[config.mk]
export PLATFORM = sky130hd
export DESIGN_NAME = alu_result_display_flat
export DESIGN_NICKNAME = d
export VERILOG_FILES = /design/src/rtl/alu_result_display_pkg.sv /design/src/rtl/alu_result_display_if.sv /design/src/rtl/alu_result_display_bin2bcd_seq.sv /design/src/rtl/alu_result_display.sv /design/src/flat_wrapper.sv
export SDC_FILE = /design/constraint.sdc
export NUM_CORES = 1
export LEC_CHECK = 0
export ABC_AREA = 1
export ABC_CLOCK_PERIOD_IN_PS = 2900
export CORE_MARGIN = 2
export CORE_UTILIZATION = 44
export DETAILED_ROUTE_END_ITERATION = 7
export PLACE_DENSITY = 0.67
export SYNTH_ARGS = -nofsm -noshare
export SYNTH_HDL_FRONTEND = slang
export SYNTH_SLANG_ARGS = --single-unit
[constraint.sdc]
create_clock -name clk -period 2.9 [get_ports clk]
set_clock_uncertainty 0.15 [all_clocks]
set_input_delay 0.87 -clock clk [delete_from_list [all_inputs] [get_ports clk]]
set_output_delay 0.87 -clock clk [all_outputs]
set_load 0.005 [all_outputs]
[src/rtl/alu_result_display_pkg.sv]
// Shared definitions for the ALU result display block.
//   - calculator FSM state codes seen on the ALU result bus
//   - active-low 7-segment patterns (gfedcba order) and the digit decoder
//   - state type of the sequential binary-to-BCD engine
package alu_result_display_pkg;

    localparam logic [5:0] ST_START = 6'd0;
    localparam logic [5:0] ST_ADD   = 6'd9;
    localparam logic [5:0] ST_SUB   = 6'd10;
    localparam logic [5:0] ST_SUM   = 6'd11;
    localparam logic [5:0] ST_MUL   = 6'd12;

    localparam logic [6:0] SEG_BLANK = 7'b1111111;
    localparam logic [6:0] SEG_MINUS = 7'b0111111;

    typedef enum logic {
        CONV_IDLE  = 1'b0,
        CONV_SHIFT = 1'b1
    } conv_state_t;

    // Decimal digit to active-low gfedcba; anything above 9 is blanked.
    function automatic logic [6:0] seg_digit(input logic [3:0] d);
        logic [6:0] s;
        case (d)
            4'd0:    s = 7'b1000000;
            4'd1:    s = 7'b1111001;
            4'd2:    s = 7'b0100100;
            4'd3:    s = 7'b0110000;
            4'd4:    s = 7'b0011001;
            4'd5:    s = 7'b0010010;
            4'd6:    s = 7'b0000010;
            4'd7:    s = 7'b1111000;
            4'd8:    s = 7'b0000000;
            4'd9:    s = 7'b0010000;
            default: s = SEG_BLANK;
        endcase
        return s;
    endfunction

endpackage

[src/rtl/alu_result_display_if.sv]
// ALU result bus as seen by the display reader.
//   state   calculator FSM state
//   neg     subtraction result is negative
//   sum_add / sum_sub / sum_mul / sum_neg  ALU results (WIDTH bits)
// Signalling: this is a level bus with no valid/ready pair. The ALU keeps
// every field stable while it holds a state; the reader samples fields on the
// first clock edge of SUM and ignores them at all other times.
interface alu_result_display_if #(
    parameter int WIDTH = 13
);
    logic [5:0]       state;
    logic             neg;
    logic [WIDTH-1:0] sum_add;
    logic [WIDTH-1:0] sum_sub;
    logic [WIDTH-1:0] sum_mul;
    logic [WIDTH-1:0] sum_neg;

    modport master (output state, neg, sum_add, sum_sub, sum_mul, sum_neg);
    modport slave  (input  state, neg, sum_add, sum_sub, sum_mul, sum_neg);
endinterface

[src/rtl/alu_result_display_bin2bcd_seq.sv]
// Sequential shift/add-3 (double dabble) binary to 4-digit BCD converter.
//   clk, clr_n  clock, asynchronous active-low reset
//   start       load bin and begin converting (ignored while busy)
//   abort       drop any conversion and clear bcd/done
//   bin         binary input, WIDTH bits
//   busy        conversion in progress (SHIFT state)
//   done        one-cycle pulse after bcd was updated
//   last        final shift cycle; the result is written on this edge
//   bcd         converted result, [15:12] = thousands
//   fsm_state   current engine state
module bin2bcd_seq
    import alu_result_display_pkg::*;
#(
    parameter int WIDTH = 13
) (
    input  logic             clk,
    input  logic             clr_n,
    input  logic             start,
    input  logic             abort,
    input  logic [WIDTH-1:0] bin,
    output logic             busy,
    output logic             done,
    output logic             last,
    output logic [15:0]      bcd,
    output conv_state_t      fsm_state
);

    localparam int CW = $clog2(WIDTH);

    conv_state_t      cur, nxt;
    logic [CW-1:0]    cnt;
    logic [WIDTH-1:0] work_bin;
    logic [15:0]      work_bcd;
    logic [15:0]      adj;
    logic [15:0]      shifted;

    // Add 3 to every nibble >= 5 so the following shift carries into the
    // next decimal digit instead of producing a nibble above 9.
    always_comb begin
        adj = work_bcd;
        for (int i = 0; i < 4; i++) begin
            if (work_bcd[4*i +: 4] >= 4'd5) begin
                adj[4*i +: 4] = work_bcd[4*i +: 4] + 4'd3;
            end
        end
    end

    assign shifted   = {adj[14:0], work_bin[WIDTH-1]};
    assign last      = (cur == CONV_SHIFT) && (cnt == CW'(WIDTH - 1));
    assign busy      = (cur == CONV_SHIFT);
    assign fsm_state = cur;

    always_ff @(posedge clk or negedge clr_n) begin
        if (!clr_n) begin
            cur <= CONV_IDLE;
        end else begin
            cur <= nxt;
        end
    end

    always_comb begin
        nxt = cur;
        case (cur)
            CONV_IDLE:  if (start && !abort) nxt = CONV_SHIFT;
            CONV_SHIFT: if (abort || last)   nxt = CONV_IDLE;
            default:    nxt = CONV_IDLE;
        endcase
    end

    always_ff @(posedge clk or negedge clr_n) begin
        if (!clr_n) begin
            cnt      <= '0;
            work_bin <= '0;
            work_bcd <= '0;
            bcd      <= '0;
            done     <= 1'b0;
        end else if (abort) begin
            cnt  <= '0;
            bcd  <= '0;
            done <= 1'b0;
        end else begin
            done <= 1'b0;
            if (cur == CONV_IDLE) begin
                if (start) begin
                    work_bin <= bin;
                    work_bcd <= '0;
                    cnt      <= '0;
                end
            end else begin
                work_bcd <= shifted;
                work_bin <= {work_bin[WIDTH-2:0], 1'b0};
                cnt      <= cnt + 1'b1;
                if (last) begin
                    bcd  <= shifted;
                    done <= 1'b1;
                end
            end
        end
    end

endmodule

[src/rtl/alu_result_display.sv]
// Reader side of the ALU result bus: remembers the last arithmetic op,
// converts the result to BCD on entry to SUM and drives a 5-digit
// multiplexed active-low 7-segment display (sign + 4 magnitude digits).
//   clk, clr_n  clock, asynchronous active-low reset
//   bus         ALU result bus (slave side)
//   busy        conversion in progress
//   done        one-cycle pulse: bcd/sign_o updated
//   bcd         displayed magnitude, 4 BCD digits, [15:12] = thousands
//   sign_o      displayed value is negative
//   an          digit enables, active-low, an[4] = sign digit
//   seg         segments gfedcba, active-low
//   dbg_state   state of the BCD conversion engine
module alu_result_display
    import alu_result_display_pkg::*;
#(
    parameter int WIDTH    = 13,
    parameter int SCAN_DIV = 50000
) (
    input  logic                 clk,
    input  logic                 clr_n,
    alu_result_display_if.slave  bus,
    output logic                 busy,
    output logic                 done,
    output logic [15:0]          bcd,
    output logic                 sign_o,
    output logic [4:0]           an,
    output logic [6:0]           seg,
    output conv_state_t          dbg_state
);

    localparam int DW = (SCAN_DIV > 1) ? $clog2(SCAN_DIV) : 1;

    logic [5:0]       last_op;
    logic [5:0]       prev_state;
    logic [WIDTH-1:0] operand;
    logic             sign_pend;
    logic             start_r;
    logic             trigger;
    logic             abort;
    logic             conv_busy;
    logic             conv_last;
    logic [DW-1:0]    div_cnt;
    logic [2:0]       idx;

    assign abort   = (bus.state == ST_START);
    assign trigger = (bus.state == ST_SUM) && (prev_state != ST_SUM) && !busy;
    // start_r covers the cycle between capture and the engine entering SHIFT.
    assign busy    = start_r | conv_busy;

    always_ff @(posedge clk or negedge clr_n) begin
        if (!clr_n) begin
            last_op    <= ST_ADD;
            prev_state <= ST_START;
            operand    <= '0;
            sign_pend  <= 1'b0;
            start_r    <= 1'b0;
            sign_o     <= 1'b0;
        end else begin
            prev_state <= bus.state;
            if (bus.state == ST_ADD || bus.state == ST_SUB || bus.state == ST_MUL) begin
                last_op <= bus.state;
            end
            start_r <= trigger && !abort;
            if (trigger) begin
                if (last_op == ST_SUB) begin
                    operand <= bus.neg ? bus.sum_neg : bus.sum_sub;
                end else if (last_op == ST_MUL) begin
                    operand <= bus.sum_mul;
                end else begin
                    operand <= bus.sum_add;
                end
                sign_pend <= (last_op == ST_SUB) && bus.neg;
            end
            // Sign moves to the display on the same edge as the digits.
            if (abort) begin
                sign_o <= 1'b0;
            end else if (conv_last) begin
                sign_o <= sign_pend;
            end
        end
    end

    bin2bcd_seq #(
        .WIDTH (WIDTH)
    ) u_conv (
        .clk       (clk),
        .clr_n     (clr_n),
        .start     (start_r),
        .abort     (abort),
        .bin       (operand),
        .busy      (conv_busy),
        .done      (done),
        .last      (conv_last),
        .bcd       (bcd),
        .fsm_state (dbg_state)
    );

    always_ff @(posedge clk or negedge clr_n) begin
        if (!clr_n) begin
            div_cnt <= '0;
            idx     <= 3'd0;
        end else if (div_cnt == DW'(SCAN_DIV - 1)) begin
            div_cnt <= '0;
            idx     <= (idx == 3'd4) ? 3'd0 : idx + 3'd1;
        end else begin
            div_cnt <= div_cnt + 1'b1;
        end
    end

    always_comb begin
        an = 5'b11111;
        case (idx)
            3'd0:    an = 5'b11110;
            3'd1:    an = 5'b11101;
            3'd2:    an = 5'b11011;
            3'd3:    an = 5'b10111;
            3'd4:    an = 5'b01111;
            default: an = 5'b11111;
        endcase
    end

    // A magnitude digit is blanked when it and every higher digit are zero;
    // the ones digit is always lit so zero shows as "0".
    always_comb begin
        seg = SEG_BLANK;
        case (idx)
            3'd0: seg = seg_digit(bcd[3:0]);
            3'd1: seg = (bcd[15:4]  == 12'd0) ? SEG_BLANK : seg_digit(bcd[7:4]);
            3'd2: seg = (bcd[15:8]  == 8'd0)  ? SEG_BLANK : seg_digit(bcd[11:8]);
            3'd3: seg = (bcd[15:12] == 4'd0)  ? SEG_BLANK : seg_digit(bcd[15:12]);
            3'd4: seg = sign_o ? SEG_MINUS : SEG_BLANK;
            default: seg = SEG_BLANK;
        endcase
    end

endmodule

[src/flat_wrapper.sv]
// flat-port wrapper written by rule: the top's interface ports become plain ports
module alu_result_display_flat import alu_result_display_pkg::*;
#(
    parameter int WIDTH    = 13,
    parameter int SCAN_DIV = 50000
)
  (clk, clr_n, busy, done, bcd, sign_o, an, seg, dbg_state, bus_state, bus_neg, bus_sum_add, bus_sum_sub, bus_sum_mul, bus_sum_neg);
  alu_result_display_if #(.WIDTH(WIDTH)) bus_i ();
  input  logic clk;
  input  logic clr_n;
  output logic busy;
  output logic done;
  output logic [15:0] bcd;
  output logic sign_o;
  output logic [4:0] an;
  output logic [6:0] seg;
  output conv_state_t dbg_state;
  input wire logic [$bits(bus_i.state)-1:0] bus_state;
  input wire logic [$bits(bus_i.neg)-1:0] bus_neg;
  input wire logic [$bits(bus_i.sum_add)-1:0] bus_sum_add;
  input wire logic [$bits(bus_i.sum_sub)-1:0] bus_sum_sub;
  input wire logic [$bits(bus_i.sum_mul)-1:0] bus_sum_mul;
  input wire logic [$bits(bus_i.sum_neg)-1:0] bus_sum_neg;
  assign bus_i.state = bus_state;
  assign bus_i.neg = bus_neg;
  assign bus_i.sum_add = bus_sum_add;
  assign bus_i.sum_sub = bus_sum_sub;
  assign bus_i.sum_mul = bus_sum_mul;
  assign bus_i.sum_neg = bus_sum_neg;
  alu_result_display #(.WIDTH(WIDTH), .SCAN_DIV(SCAN_DIV)) u_core (.clk(clk), .clr_n(clr_n), .bus(bus_i), .busy(busy), .done(done), .bcd(bcd), .sign_o(sign_o), .an(an), .seg(seg), .dbg_state(dbg_state));
endmodule
==> Yosys cells after proc, flatten, opt, wreduce, memory -nomap -nowiden <==
Memory sizes are Yosys's and may differ from the RTL's.
Cells that the tools add are included.
{ "totals": {"ff_bits": 98, "latchBits": 0, "ram_bits": 0, "rom_bits": 448, "in_bits": 61, "out_inout_bits": 32, "word_cells": 100, "memories": 4} }
{ "op_classes": {"addsub": 7, "n_mul": 0, "n_div": 0, "order_cmp": 4, "eq_ne": 13, "shifts": 0, "n_mux": 33, "bitwise_logic": 3, "reduce_logical": 22} }
{ "mem_list": {"columns": ["memory", "words", "word_bits", "rd", "rd_ports_with_merged_regs", "write_ports", "line_no", "text"], "rows": [
  ["(no name shown)", 16, 7, 1, 0, 0, "alu_result_display_pkg.sv:24", "case (d)"],
  ["(no name shown)", 16, 7, 1, 0, 0, "alu_result_display_pkg.sv:24", null],
  ["(no name shown)", 16, 7, 1, 0, 0, "alu_result_display_pkg.sv:24", null],
  ["(no name shown)", 16, 7, 1, 0, 0, "alu_result_display_pkg.sv:24", null]
]} }
{ "ops": {"columns": ["op", "n"], "rows": [
  ["$mux 16", 6],
  ["$mux 13", 5],
  ["$eq 6x4->1 const B", 6],
  ["$pmux 7 s5", 1],
  ["$mux 7", 4],
  ["$pmux 5 s5", 1],
  ["$mux 4", 6],
  ["$add 16x1->16 const B", 1],
  ["$eq 16x16->1 const B", 1],
  ["$ge 4x3->1 const B", 4],
  ["$add 4x2->4 const B", 3],
  ["$logic_not 12->1", 1],
  ["$logic_not 8->1", 1],
  ["$mux 1", 7],
  ["$eq 3x2->1 const B", 2],
  ["$logic_and 1x1->1", 6],
  ["$logic_not 6->1", 1],
  ["$mux 3", 2],
  ["$ne 6x4->1 const B", 1],
  ["$reduce_bool 2->1", 3],
  ["$add 4x1->4 const B", 1],
  ["$eq 4x4->1 const B", 1],
  ["$logic_not 4->1", 1],
  ["$reduce_and 2->1", 2],
  ["other kinds (11)", 15]
]} }

==> Longest topological paths before layout <==
{ "depth": {"depth_word": 5, "depth_mapped": 12, "depth_no_buf": 12} }

==> Hierarchy <==
Synthesis repeated with hierarchy kept, for this count alone.
{ "hier_totals": {"cells_unflattened": 860, "hier_area_um2": 6327.3} }
{ "by_module_without_submodules": {"columns": ["mod", "n_inst", "cells_per_inst", "area_per_inst_um2", "seq_area_each_um2"], "rows": [
  ["alu_result_display", 1, 552, 3761.1, 1178.6],
  ["bin2bcd_seq", 1, 308, 2566.2, 1276.2]
]} }

==> Worst setup path after synthesis <==
No wires, ideal clock.
{ "synth_path": {"path_type": "reg-to-output", "start": "reg u_core.idx[0]", "end": "out seg[0]", "arrival_ps": 1406, "required_time_ps": 1880, "slack_ps": 474, "path_stages_with_launch": 10, "path_buffers": 0, "path_cell_list": "dfrtp_1 -> ha_1 -> ha_1 -> inv_1 -> nand3_1 -> nand2_1 -> inv_1 -> nand2_1 -> nor2_1 -> nand2_1"} }
{ "synth_between": {"elab_chain_cells": 2, "word_cells_on_any_way": 6, "classes_between": "eq/ne: 4; mux: 1; reduce/logical: 1"} }
{ "synth_lines": {"columns": ["item", "line_no", "text"], "rows": [
  ["from (decl)", "alu_result_display.sv:43", "logic [2:0] idx;"],
  ["from (signal assigned)", "alu_result_display.sv:104", "idx <= (idx == 3'd4) ? 3'd0 : idx + 3'd1;"],
  ["$eq 3x3->1 (tied with other cells)", "alu_result_display.sv:126", "case (idx)"],
  ["$pmux 7 s5 (*)", "alu_result_display.sv:126", null],
  ["to (decl)", "flat_wrapper.sv:16", "output logic [6:0] seg;"]
]} }
Mark *: on every way between the ends. The rest lies on a longest branch, timed or not.

==> Final worst setup path <==
{ "layout_path": {"start": "reg u_core.u_conv.bcd[0]", "end": "out seg[0]"} }
{ "layout_between": {"elab_chain_cells": 2} }
{ "layout_lines": {"columns": ["item", "line_no", "text"], "rows": [
  ["from (decl)", "alu_result_display_bin2bcd_seq.sv:24", "output logic [15:0] bcd,"],
  ["from (signal assigned)", "alu_result_display_bin2bcd_seq.sv:94", "bcd <= shifted;"],
  ["$mem_v2 16x7", null, null],
  ["$pmux 7 s5", "alu_result_display.sv:126", null]
]} }
Every way passes these cells.

==> results.yml <==
clock_network:
  cts.clk_slew.worst_paths_ps: 70
  cts_made_buffers: 9
  root_buffer: "clkbuf_16"
  htree_levels: 3
  cts_sinks: 98
  cts_tree: "yes"
  cts_hold_buffers: 0
  insertion_delay_ps: 350
  cts_buffer_depth: 2
sta:
  fmax_mhz: 351
  period_needed_ps: 2850
  drv_slew: 0
  timing.final.crit_share_pct: 98.3
  rsz0062_at_grt: "true"
  tightest_slew_ps: 561
  hold_viol: 0
  relSlewSlack_pct: 62.6
  fin_setup_tns_ps: 0
  setup_viol: 0
layout:
  diodes: 0
  syn_to_final_growth_pct: 27.4
  drive_above_1_share_pct: 15.0
  utilization_pct: 56.6
  nNetsFinal: 1078
place:
  gp_congestion: 0.884
  dp_hpwl_um: 10700
  numPortBuffers: 92
routing:
  drt_wl_total_um: 14400
  dr_total_vias: 5785
  drtAntennaViolNets: 0
  wl_per_cell_um: 12.4
  viasPerCell: 4.95
  drc: 0
  drt_iter0_drc: 442
  dr.pass1.iters: 5
pwr:
  finalPower_mw: 5.64
  power_density_nw_per_um2: 693
  vdd_ir_drop_max_mv: 0.385
  leakage_nw: 4.00
die:
  ioPinCount: 93
  core_area_um2: 14400
  dieArea_um2: 15500
  initial_core_util_pct: 44.4
  die_h_um: 124
  fp.dieW_um: 124
  placementRows: 44
setup_path:
  crit_top_cell: "nand2_1"
  critPathMaxStageDelay_ps: 450
  reg2reg_setup_slack_ps: 980
  start_kind: "register"
  slowest_stage: "dfrtp_2"
  path_class: "register to output port"
  path_buf_inv: 2
  cp_max_fo: 5
  crit_family: "simple AND/OR/NAND/NOR gates"
  cp.arrival_ps: 1830
  required_ps: 1880
  end_kind: "output port"
  crit_chain: "buf_6, ha_2, or2_4, o21ai_2, nand2_1, nand2_1, nand2_1, nor2_1, nand2_1, clkbuf_2"
grt:
  grt_pass1_vias: 5283
  grt.total_usage_pct: 18.7
  antenna_found_initial: 0
  grt_max_degree: 42
  grt-ovfl-total: 0
  grt_pass1_wl_um: 24500
synthesis:
  synth.distinct_cells: 41
  syn_nets: 961
  avgSynthCellArea_um2: 7.39
  netlist_instances: 863
  yosysSeqAreaShare_pct: 38.5
  syn_area_um2: 6380
  ys_warn_count: 0
  synth_seq_cells: 98
hold_path:
  worstHoldPathType: "primary input to asynchronous set/reset pin"
status:
  status: "finished clean"
flow_run:
  drv_cap: 0
-- registers in the layout (all words and copies together), names as in the netlist --
signal	count
u_core.div_cnt	16
u_core.last_op	6
u_core.u_conv.busy	1
u_core.prev_state	6
u_core.idx	3
u_core.operand	13
u_core.u_conv.work_bin	13
u_core.start_r	1
u_core.sign_o	1
u_core.sign_pend	1
u_core.u_conv.bcd	16
u_core.u_conv.cnt	4
u_core.u_conv.done	1
u_core.u_conv.work_bcd	16
-- where the power goes --
group	leakage, nW	internal, mW	switching [mW]
sequential	1.26	1.69	0.243
combinational	2.60	1.04	1.52
clock	0.139	0.628	0.514
-- stage by stage --
stage,hold WS (ps),instance area [um2],instances,worst slack [ps]
final,306,8130,1169,48.5
after global routing,337,8130,1169,-44.1
after CTS,315,8030,1165,-87.1
after detailed placement,306,7540,1138,-29.4
after global placement,301,7540,1138,9.25
after floorplan,280,6380,863,474
-- cells in the final DEF (no fill, tap or decap), drive strengths merged, types with 15 or more instances in the layout --
cell	n
dfrtp	96
clkbuf	17
ha	37
clkdlybuf4s50	80
a21oi	15
nand2	218
inv	131
nor2	85
o21ai	95
nand3	86
nand4	22
buf	45
-- cells by family (layout without fill, tap and decap cells) --
kind of cell               after synthesis  after routing  share of synthesized area, %
AOI/OAI and AO/OA                      138            138                          11.8
adders and majority gates               37             37                          7.25
and+or+nand+nor                        422            422                          30.2
buffers and inverters                  158            280                          10.9
xor gates and xnor gates                10             10                          1.37
DFF                                     98             98                          38.5
-- area by class of cell --
cell class	count	area [um2]
tap	184	230
timing repair buffer	132	1210
multi-input combinational	607	3440
inverter	132	507
fill	1347	6240
clock inverter	4	26.3
sequential	98	2460
clock buffer	12	256
-- synth_stat cells --
cell type | instances | area share [%]
a21boi_0 | 1 | 0.12
a21oi_1 | 15 | 1.2
and3_1 | 1 | 0.098
buf_2 | 11 | 0.86
buf_4 | 2 | 0.24
buf_6 | 10 | 1.8
clkbuf_1 | 3 | 0.18
clkinv_2 | 1 | 0.078
dfrtp_1 | 96 | 38
dfstp_2 | 2 | 0.82
ha_1 | 37 | 7.3
inv_1 | 126 | 7.4
inv_2 | 4 | 0.24
inv_4 | 1 | 0.098
nand2_1 | 212 | 12
nand2_2 | 5 | 0.49
nand2_4 | 1 | 0.18
nand3_1 | 84 | 6.6
nand3_2 | 1 | 0.16
nand3_4 | 1 | 0.27
nand3b_1 | 2 | 0.24
nand4_1 | 20 | 2.0
nand4_2 | 1 | 0.20
nand4_4 | 1 | 0.33
nor2_1 | 74 | 4.4
nor2_2 | 3 | 0.29
nor2_4 | 6 | 1.1
nor2_8 | 2 | 0.63
nor3_1 | 4 | 0.31
nor3_4 | 1 | 0.25
nor3b_1 | 1 | 0.12
o211ai_1 | 11 | 1.3
o211ai_2 | 1 | 0.20
o21ai_0 | 66 | 5.2
o21ai_1 | 27 | 2.1
o21ai_2 | 2 | 0.27
o21bai_1 | 1 | 0.12
o22ai_1 | 14 | 1.4
or2_2 | 2 | 0.20
xnor2_1 | 1 | 0.14
xor2_1 | 9 | 1.2
-- metal layers --
metal	vias to the layer above	part of all wire [%]	GRT usage (%)
li1	3016	-	-
met1	2605	50	26.5
met2	150	44	29.5
met3	14	5.3	4.51
met4	0	0.73	3.50
met5	-	0	0
-- final timing paths --
check                                           from                        end  depth (start not counted)
worst min register to register     u_core.div_cnt[0]          u_core.div_cnt[0]                          1
min in group clk                   u_core.div_cnt[0]          u_core.div_cnt[0]                          1
worst max-delay path            u_core.u_conv.bcd[0]                     seg[0]                         10
max in group asynchronous                      clr_n  u_core.u_conv.work_bin[3]                          2
worst max register to register     u_core.last_op[5]         u_core.operand[11]                          5
worst min-delay path                           clr_n       u_core.u_conv.bcd[4]                          1
-- what timing repair did --
item / 4_1_cts / 5_1_grt
resized for setup: 68 / 44
buffers inserted: 11 / 4
pin swaps: 15 / 24
setup endpoints to repair: 12 / 9
Power figures use the tool's default switching activity.
